## src/rtl/neopx_pkg.sv

```systemverilog
// Shared definitions for the NeoPixel frame sequencer: FSM encoding and
// latch timing for a 72 MHz fabric clock.
package neopx_pkg;

  // WS2812/SK6812 need >= 55 us low to latch; 6600 clocks is ~91.7 us at 72 MHz.
  localparam int LATCH_CYCLES_72MHZ = 6600;

  typedef enum logic [2:0] {
    ST_IDLE,
    ST_FETCH,
    ST_WAIT_DATA,
    ST_PRESENT,
    ST_LATCH,
    ST_DONE
  } neopx_state_t;

endpackage

```

## src/rtl/neopx_frame_seq_if.sv

```systemverilog
// Bus bundle between the frame sequencer, the external pixel buffer and the
// downstream bitstream generator (AXI-Stream style valid/ready).
interface neopx_frame_seq_if #(
  parameter int ADDR_W = 6
);
  logic              mem_rd_en;
  logic [ADDR_W-1:0] mem_addr;
  logic [31:0]       mem_rd_data;
  logic [31:0]       m_axis_data;
  logic              m_axis_valid;
  logic              m_axis_ready;

  modport master (
    output mem_rd_en, mem_addr, m_axis_data, m_axis_valid,
    input  mem_rd_data, m_axis_ready
  );

  modport slave (
    input  mem_rd_en, mem_addr, m_axis_data, m_axis_valid,
    output mem_rd_data, m_axis_ready
  );
endinterface

```

## src/rtl/neopx_scale.sv

```systemverilog
// Combinational brightness scaler for one colour byte:
// out = (in * (brightness + 1)) >> 8, so 255 is identity.
module neopx_scale (
  input  logic [7:0] pix_in,
  input  logic [7:0] brightness,
  output logic [7:0] pix_out
);

  logic [16:0] product;
  logic [8:0]  unused_bits;

  assign product     = {9'd0, pix_in} * ({9'd0, brightness} + 17'd1);
  assign pix_out     = product[15:8];
  assign unused_bits = {product[16], product[7:0]};

endmodule

```

## src/rtl/neopx_frame_seq.sv

```systemverilog
// Frame sequencer: reads pixel words from an external buffer, scales them by a
// global brightness and streams them out, then holds the line low to latch.
module neopx_frame_seq
  import neopx_pkg::*;
#(
  parameter int NUM_PIXELS   = 64,
  parameter int ADDR_W       = 6,
  parameter int LATCH_CYCLES = LATCH_CYCLES_72MHZ
) (
  input  logic              axis_aclk,
  input  logic              axis_reset,
  input  logic              start,
  input  logic [ADDR_W:0]   cfg_pixel_count,
  input  logic              cfg_continuous,
  input  logic [7:0]        cfg_brightness,
  neopx_frame_seq_if.master bus,
  output logic              busy,
  output logic              done
);

  localparam logic [ADDR_W:0] MAX_COUNT  = (ADDR_W+1)'(NUM_PIXELS);
  localparam logic [15:0]     LATCH_LAST = 16'(LATCH_CYCLES - 1);
  localparam logic [ADDR_W:0] ONE        = (ADDR_W+1)'(1);

  neopx_state_t      state, state_next;
  logic [ADDR_W:0]   index, index_next;
  logic [ADDR_W:0]   count, count_next;
  logic [ADDR_W:0]   clamped_count;
  logic [7:0]        bright, bright_next;
  logic [15:0]       latch_cnt, latch_cnt_next;
  logic              rd_en, rd_en_next;
  logic [ADDR_W-1:0] addr, addr_next;
  logic [31:0]       data, data_next;
  logic [31:0]       scaled;
  logic              valid, valid_next;
  logic              busy_next, done_next;

  for (genvar b = 0; b < 4; b++) begin : g_scale
    neopx_scale u_scale (
      .pix_in     (bus.mem_rd_data[8*b +: 8]),
      .brightness (bright),
      .pix_out    (scaled[8*b +: 8])
    );
  end

  assign clamped_count = (cfg_pixel_count > MAX_COUNT) ? MAX_COUNT : cfg_pixel_count;

  // Every output is registered, so each transition also sets the values the
  // outputs must show in the destination state.
  always_comb begin
    state_next     = state;
    index_next     = index;
    count_next     = count;
    bright_next    = bright;
    latch_cnt_next = latch_cnt;
    rd_en_next     = 1'b0;
    addr_next      = addr;
    data_next      = data;
    valid_next     = valid;
    busy_next      = busy;
    done_next      = 1'b0;

    case (state)
      ST_IDLE: begin
        if (start) begin
          count_next  = clamped_count;
          bright_next = cfg_brightness;
          index_next  = '0;
          busy_next   = 1'b1;
          if (clamped_count == '0) begin
            state_next     = ST_LATCH;
            latch_cnt_next = '0;
          end else begin
            state_next = ST_FETCH;
            rd_en_next = 1'b1;
            addr_next  = '0;
          end
        end
      end

      ST_FETCH: state_next = ST_WAIT_DATA;

      ST_WAIT_DATA: begin
        data_next  = scaled;
        valid_next = 1'b1;
        state_next = ST_PRESENT;
      end

      ST_PRESENT: begin
        if (valid && bus.m_axis_ready) begin
          valid_next = 1'b0;
          index_next = index + ONE;
          if (index_next < count) begin
            state_next = ST_FETCH;
            rd_en_next = 1'b1;
            addr_next  = index_next[ADDR_W-1:0];
          end else begin
            state_next     = ST_LATCH;
            latch_cnt_next = '0;
          end
        end
      end

      ST_LATCH: begin
        if (latch_cnt == LATCH_LAST) begin
          if (cfg_continuous) begin
            index_next = '0;
            state_next = ST_FETCH;
            rd_en_next = 1'b1;
            addr_next  = '0;
          end else begin
            state_next = ST_DONE;
            done_next  = 1'b1;
            busy_next  = 1'b0;
          end
        end else begin
          latch_cnt_next = latch_cnt + 16'd1;
        end
      end

      ST_DONE: state_next = ST_IDLE;

      default: state_next = ST_IDLE;
    endcase
  end

  always_ff @(posedge axis_aclk) begin
    if (axis_reset) begin
      state     <= ST_IDLE;
      index     <= '0;
      count     <= '0;
      bright    <= '0;
      latch_cnt <= '0;
      rd_en     <= 1'b0;
      addr      <= '0;
      data      <= '0;
      valid     <= 1'b0;
      busy      <= 1'b0;
      done      <= 1'b0;
    end else begin
      state     <= state_next;
      index     <= index_next;
      count     <= count_next;
      bright    <= bright_next;
      latch_cnt <= latch_cnt_next;
      rd_en     <= rd_en_next;
      addr      <= addr_next;
      data      <= data_next;
      valid     <= valid_next;
      busy      <= busy_next;
      done      <= done_next;
    end
  end

  assign bus.mem_rd_en    = rd_en;
  assign bus.mem_addr     = addr;
  assign bus.m_axis_data  = data;
  assign bus.m_axis_valid = valid;

endmodule

```

## src/flat_wrapper.sv

```systemverilog
// flat-port wrapper written by rule: the top's interface ports become plain ports
module neopx_frame_seq_flat import neopx_pkg::*;
#(
  parameter int NUM_PIXELS   = 64,
  parameter int ADDR_W       = 6,
  parameter int LATCH_CYCLES = LATCH_CYCLES_72MHZ
)
  (axis_aclk, axis_reset, start, cfg_pixel_count, cfg_continuous, cfg_brightness, busy, done, bus_mem_rd_en, bus_mem_addr, bus_m_axis_data, bus_m_axis_valid, bus_mem_rd_data, bus_m_axis_ready);
  neopx_frame_seq_if #(.ADDR_W(ADDR_W)) bus_i ();
  input  logic axis_aclk;
  input  logic axis_reset;
  input  logic start;
  input  logic [ADDR_W:0] cfg_pixel_count;
  input  logic cfg_continuous;
  input  logic [7:0] cfg_brightness;
  output logic busy;
  output logic done;
  output wire logic [$bits(bus_i.mem_rd_en)-1:0] bus_mem_rd_en;
  output wire logic [$bits(bus_i.mem_addr)-1:0] bus_mem_addr;
  output wire logic [$bits(bus_i.m_axis_data)-1:0] bus_m_axis_data;
  output wire logic [$bits(bus_i.m_axis_valid)-1:0] bus_m_axis_valid;
  input wire logic [$bits(bus_i.mem_rd_data)-1:0] bus_mem_rd_data;
  input wire logic [$bits(bus_i.m_axis_ready)-1:0] bus_m_axis_ready;
  assign bus_mem_rd_en = bus_i.mem_rd_en;
  assign bus_mem_addr = bus_i.mem_addr;
  assign bus_m_axis_data = bus_i.m_axis_data;
  assign bus_m_axis_valid = bus_i.m_axis_valid;
  assign bus_i.mem_rd_data = bus_mem_rd_data;
  assign bus_i.m_axis_ready = bus_m_axis_ready;
  neopx_frame_seq #(.NUM_PIXELS(NUM_PIXELS), .ADDR_W(ADDR_W), .LATCH_CYCLES(LATCH_CYCLES)) u_core (.axis_aclk(axis_aclk), .axis_reset(axis_reset), .start(start), .cfg_pixel_count(cfg_pixel_count), .cfg_continuous(cfg_continuous), .cfg_brightness(cfg_brightness), .bus(bus_i), .busy(busy), .done(done));
endmodule
```

## config.mk

```make
export PLATFORM = sky130hd
export DESIGN_NAME = neopx_frame_seq_flat
export DESIGN_NICKNAME = d
export VERILOG_FILES = /design/src/rtl/neopx_pkg.sv /design/src/rtl/neopx_frame_seq_if.sv /design/src/rtl/neopx_scale.sv /design/src/rtl/neopx_frame_seq.sv /design/src/flat_wrapper.sv
export SDC_FILE = /design/constraint.sdc
export NUM_CORES = 1
export LEC_CHECK = 0
export CAP_MARGIN = 20
export CORE_ASPECT_RATIO = 0.9
export CORE_MARGIN = 2
export CORE_UTILIZATION = 50
export CTS_CLUSTER_SIZE = 10
export DETAILED_ROUTE_END_ITERATION = 7
export GPL_ROUTABILITY_DRIVEN = 0
export MAX_ROUTING_LAYER = met4
export PLACE_DENSITY = 0.7
export SYNTH_ARGS = -nofsm -noshare
export SYNTH_HDL_FRONTEND = slang
export SYNTH_SLANG_ARGS = --single-unit
```

## constraint.sdc

```tcl
create_clock -name axis_aclk -period 16.5 [get_ports axis_aclk]
set_clock_uncertainty 0.15 [all_clocks]
set_input_delay 3.3 -clock axis_aclk [delete_from_list [all_inputs] [get_ports axis_aclk]]
set_output_delay 3.3 -clock axis_aclk [all_outputs]
set_load 0.005 [all_outputs]
```

# After elaboration in Yosys (flattened, before gate mapping)
# Cells that the tools add are included.
# totals
register_bits,83
input_bits,52
out_inout_bits,42
elab_cells,91
# classes
n_addsub,3
multipliers,4
magnitude_cmp,2
eq_ne,15
muxes,40
bitwise_logic,2
reduce_logical,14
# op_table
operator,count
$mux 16,5
$mul 8x17->16,4
$pmux 16 s3,1
$mux 6,6
$mux 7,5
$pmux 7 s3,1
$mux 3,6
$pmux 6 s3,1
$add 16x1->16 const B,1
$eq 16x13->1 const B,1
$pmux 3 s5,1
$ne 2x2->1 const B,6
$mux 1,11
$add 8x1->9 const B,1
$ne 2x1->1 const B,4
$add 7x1->7 const B,1
$gt 7x7->1 const B,1
$logic_not 7->1,1
$lt 7x7->1,1
$reduce_and 7->1,1
$eq 3x2->1 const B,2
$reduce_and 6->1,1
$reduce_and 5->1,1
$pmux 1 s2,2
other kinds (12),15

# Depth between registers and ports, before layout
# logic_depth
word_depth,6
depth_mapped,21
mapped_depth_nobuf,20

# Cells and area by module
# Synthesis repeated with hierarchy kept, for this count alone.
# hier_totals
cells_unflattened,1441
area_unflattened_um2,12610.8
# modules_own_cells
mod,instances,cells_each,area_each_um2,seq_area_each_um2
neopx_scale at u_core.g_scale[0].u_scale ...,2,244,2237.1,0.0
neopx_frame_seq,1,465,3684.8,1661.6
neopx_scale at u_core.g_scale[3].u_scale,1,243,2250.9,0.0
neopx_scale at u_core.g_scale[2].u_scale,1,245,2200.9,0.0

# Least setup slack after synthesis
# Ideal clock, no wire load.
# synth_timing
path_type,input to register
start,input port bus_mem_rd_data[14]
end,register u_core.data[15] (netlist: u_core.bus.m_axis_data[15])
setup_ns,0.129
arrival_time_ns,7.007
required_ns,16.221
slack_ns,9.215
cell_stages,15
n_path_buf,1
path_cell_list,buf_1 > and2_1 > fa_1 > fa_1 > fa_1 > inv_1 > fa_1 > inv_1 > ha_1 > and3_1 > o211ai_1 > o221a_2 > o21ai_0 > xnor2_1 > o21ai_0
# synth_via
elab_chain_len,1
# synth_lines
element,line,rtl
"start, declared",flat_wrapper.sv:22,input wire logic [$bits(bus_i.mem_rd_data)-1:0] bus_mem_rd_data;
$mul 8x17->16,neopx_scale.sv:12,"assign product = {9'd0, pix_in} * ({9'd0, brightness} + 17'd1);"
"end signal, assigned",neopx_frame_seq.sv:148,data <= data_next;
"end, declared",neopx_frame_seq.sv:33,"logic [31:0] data, data_next;"
# No other way between the ends.
# A chain may end at the register's enable or synchronous reset.

# Worst setup path after layout
# layout_timing
start,input port bus_mem_rd_data[26]
end,register u_core.data[30] (netlist: u_core.bus.m_axis_data[30])
# The elaborated chain is that of the path after synthesis.

==> summary.txt <==
Outcome
  – Outcome: completed

Timing
  – Slew HR: 0.286
  – Setup TNS: 0 ns
  – Minimum clock period: 7.80 ns
  – Peak Freq: 128 MHz
  – Final hold violation count: 0
  – Final hold slack: 0.306 ns
  – Setup-failing EPs final: 0
  – Slew @ Worst Pin: 1.07 ns
  – RSZ-0062 raised after global routing: no
  – Slew Limit Fails: 0
  – Fin crit share: 0.473

Setup path
  – CP Launch Point: bus_mem_rd_data[26]
  – WP depth: 15
  – Slowest-stage cell, CP: clkdlybuf4s50_1
  – Reg2reg end: u_core.bus.m_axis_data[30]$_SDFFE_PP0P_
  – Crit Path Max Fanout: 9
  – Worst path most repeated cell: fa_1
  – CP required: 16.55 ns
  – Worst-path cell chain: clkdlybuf4s50_1 > and2_1 > fa_1 > fa_1 > inv_1 > fa_1 > inv_1 > fa_1 > ha_1 > or3_1 > a31oi_1 > o211a_1 > o21bai_1 > xnor2_1 > o21ai_0
  – Bufs and invs on worst path: 3
  – CP top delay family: adder cells
  – Crit path DAT: 7.85 ns
  – R2R Path Start: u_core.bright[0]$_SDFFE_PP0P_
  – Critical path class: input port to flop
  – Worst-case reg-to-reg path depth: 20
  – Critical Path End: u_core.bus.m_axis_data[30]$_SDFFE_PP0P_
  – CP startpoint kind: input port
  – Slowest stage delay, CP: 0.62 ns
  – CP endpoint kind: flop
  – Worst R2R Setup Slack: 10.56 ns

Finish
  – Layout area overhead: 12.8%
  – Cell area after layout: 13800 µm²
  – Non-Filler Instances: 1817
  – Nets: 1853
  – Commonest non-fill, non-tap cell in the layout: inv_1
  – Fraction of final layout cells sized beyond drive strength 1: 0.0358
  – Ant. Diodes: 0
  – Most frequent cells in the layout: 233 x inv_1, 194 x and2_1, 160 x fa_1, 150 x nand2_1, 137 x ha_1

Logic synthesis
  – Post-synth EDFFs: 0
  – Compound-Gate Fraction of Synth Area: 0.0971
  – Top FF cell, synth: dfxtp_1
  – Mux cell area share after synthesis: 0.00980
  – Largest family of logic cells by synthesized area: adder cells
  – Post-synthesis instance area: 12300 µm²
  – Number of distinct library cells after synthesis: 64
  – Xor/xnor share of the synthesized area: 0.0321
  – Gate count of the mapped netlist: 1441
  – FF+latch count, synth: 83
  – Seq/Total Area, Yosys: 0.136
  – Synth Net Count: 1790
  – Syn_area_per_cell: 8.51 µm²
  – Simple-Gate Fraction of Synth Area: 0.236
  – Yosys warning count: 0
  – Area share of fa/ha/maj cells after synthesis: 0.401
  – Async set-reset flop share out of synthesis: 0

Clock network
  – H-Tree Depth: 3
  – Clock buffer depth: 2
  – CTS buffer count: 9
  – CTS Hold Bufs: 0
  – Clock root buffer: clkbuf_16
  – Setup Fix Bufs, Post-CTS: 0
  – CTS tree: yes
  – CTS sink count: 83
  – Clock Latency Late Sink: 0.36 ns
  – Resize count post-CTS: 0
  – Reg clk slew, reported paths: 0.07 ns

Routing
  – Routed Antenna Nets: 0
  – Residual DRC: 0
  – WL/cell: 16.8 µm
  – Iter 0 DRT Violations: 571
  – WL final: 30.5 mm
  – First-pass DRT Iterations: 5
  – Vias: 9945
  – Drt via density: 5.47

Global route
  – Pin count of the biggest net entering global routing: 65
  – Initial antenna violation count: 0
  – GRT Overall Usage: 0.254
  – Grt total ovfl: 0
  – First-pass GRT wire length: 51.3 mm
  – Vias in the first global route: 10049

Place
  – # placed instances: 1801
  – Post-DP HPWL: 22.6 mm
  – DP Area: 13500 µm²
  – Number of port buffers: 93

Power and ir drop
  – Power density over the cells: 81.0 nW/µm²
  – Maximum vdd drop: 0.0518 mV
  – Static Leak: 6.67 nW
  – Tot Pwr: 1.12 mW

Die
  – Die Area: 25800 µm²
  – Core box area: 24200 µm²
  – # rows: 54
  – Horiz. Die Dim: 169 µm
  – Die Ht: 153 µm
  – Starting Density: 0.507
  – Io pins: 94

Worst hold path
  – Min-delay worst type: flop to flop

Run
  – Max Cap Viol: 0
metrics by stage:
stage	util	worst slack, ns
5_1_grt	0.572	8.49
3_3_place_gp	0.559	8.41
6_report	0.572	8.70
4_1_cts	0.572	8.75
2_1_floorplan	-	9.21
3_5_place_dp	0.559	8.39
cell families after synthesis:
family / count (synthesis)
AO/OA/AOI/OAI: 184
XOR/XNOR: 45
adder cells (fa/ha/maj): 297
buffers and inverters: 286
flip-flops: 83
multiplexers: 12
AND/OR/NAND/NOR: 534
worst min path at each step:
stage	from	end	slack [ns]	cells past startpoint
2_1_floorplan	u_core.count[1]$_SDFFE_PP0P_	u_core.count[1]$_SDFFE_PP0P_	0.28	2
3_3_place_gp	u_core.bus.m_axis_data[24]$_SDFFE_PP0P_	u_core.bus.m_axis_data[24]$_SDFFE_PP0P_	0.29	2
3_5_place_dp	u_core.bus.m_axis_data[11]$_SDFFE_PP0P_	u_core.bus.m_axis_data[11]$_SDFFE_PP0P_	0.30	2
4_1_cts	u_core.count[5]$_SDFFE_PP0P_	u_core.count[5]$_SDFFE_PP0P_	0.31	2
5_1_grt	u_core.count[5]$_SDFFE_PP0P_	u_core.count[5]$_SDFFE_PP0P_	0.33	2
6_report	u_core.count[5]$_SDFFE_PP0P_	u_core.count[5]$_SDFFE_PP0P_	0.31	2
Yosys cell counts, types with 26 or more instances:
cell | n | share of area
and2_1 | 194 | 0.099
inv_1 | 233 | 0.071
nand3_1 | 26 | 0.011
a21oi_1 | 48 | 0.020
nor2_1 | 53 | 0.016
clkbuf_1 | 46 | 0.014
xnor2_1 | 30 | 0.021
fa_1 | 160 | 0.26
dfxtp_1 | 83 | 0.14
ha_1 | 137 | 0.14
nand2_1 | 150 | 0.046
o21ai_0 | 49 | 0.020
worst register-to-register path, stage by stage, from the launching register on:
cell and delay (ns):
dfxtp_1 0.31, buf_4 0.36, ha_1 0.29, nand3_1 0.19, nor2_1 0.23, xor2_2 0.14
buf_4 0.36, and2_1 0.23, fa_1 0.46, fa_1 0.50, fa_1 0.49, inv_1 0.05
fa_1 0.47, inv_1 0.04, ha_1 0.34, and3_1 0.23, o21ai_0 0.17, o211a_1 0.35
o21bai_1 0.14, xnor2_1 0.19, o21ai_0 0.10
state kept, by name, indices dropped and copies added (netlist names):
| name | flops |
|---|---|
| u_core.latch_cnt | 16 |
| u_core.bright | 8 |
| u_core.bus.m_axis_data | 32 |
| u_core.bus.m_axis_valid | 1 |
| u_core.index | 7 |
| u_core.count | 7 |
| u_core.bus.mem_addr | 6 |
| u_core.bus.mem_rd_en | 1 |
| u_core.busy | 1 |
| u_core.state | 3 |
| u_core.done | 1 |
report_power, final:
part	switching (mW)	internal (mW)	total, mW
combinational	0.401	0.273	0.674
clock	0.102	0.108	0.210
sequential	0.0174	0.218	0.235
area by class of cell:
type	count	area (µm²)
fillers	2203	10400
well taps	308	385
clock inverters	7	76.3
multi-input cells	1072	9590
repair buffers	105	1020
clock buffers	9	225
flip-flops and latches	83	1660
inverters	233	875
per-layer routing:
metal / part of all wire / global-route usage
met5: 0 / -
met4: 0.011 / 0.0590
met3: 0.067 / 0.0488
met2: 0.45 / 0.387
met1: 0.47 / 0.351
(Power assumes the default switching activity.)
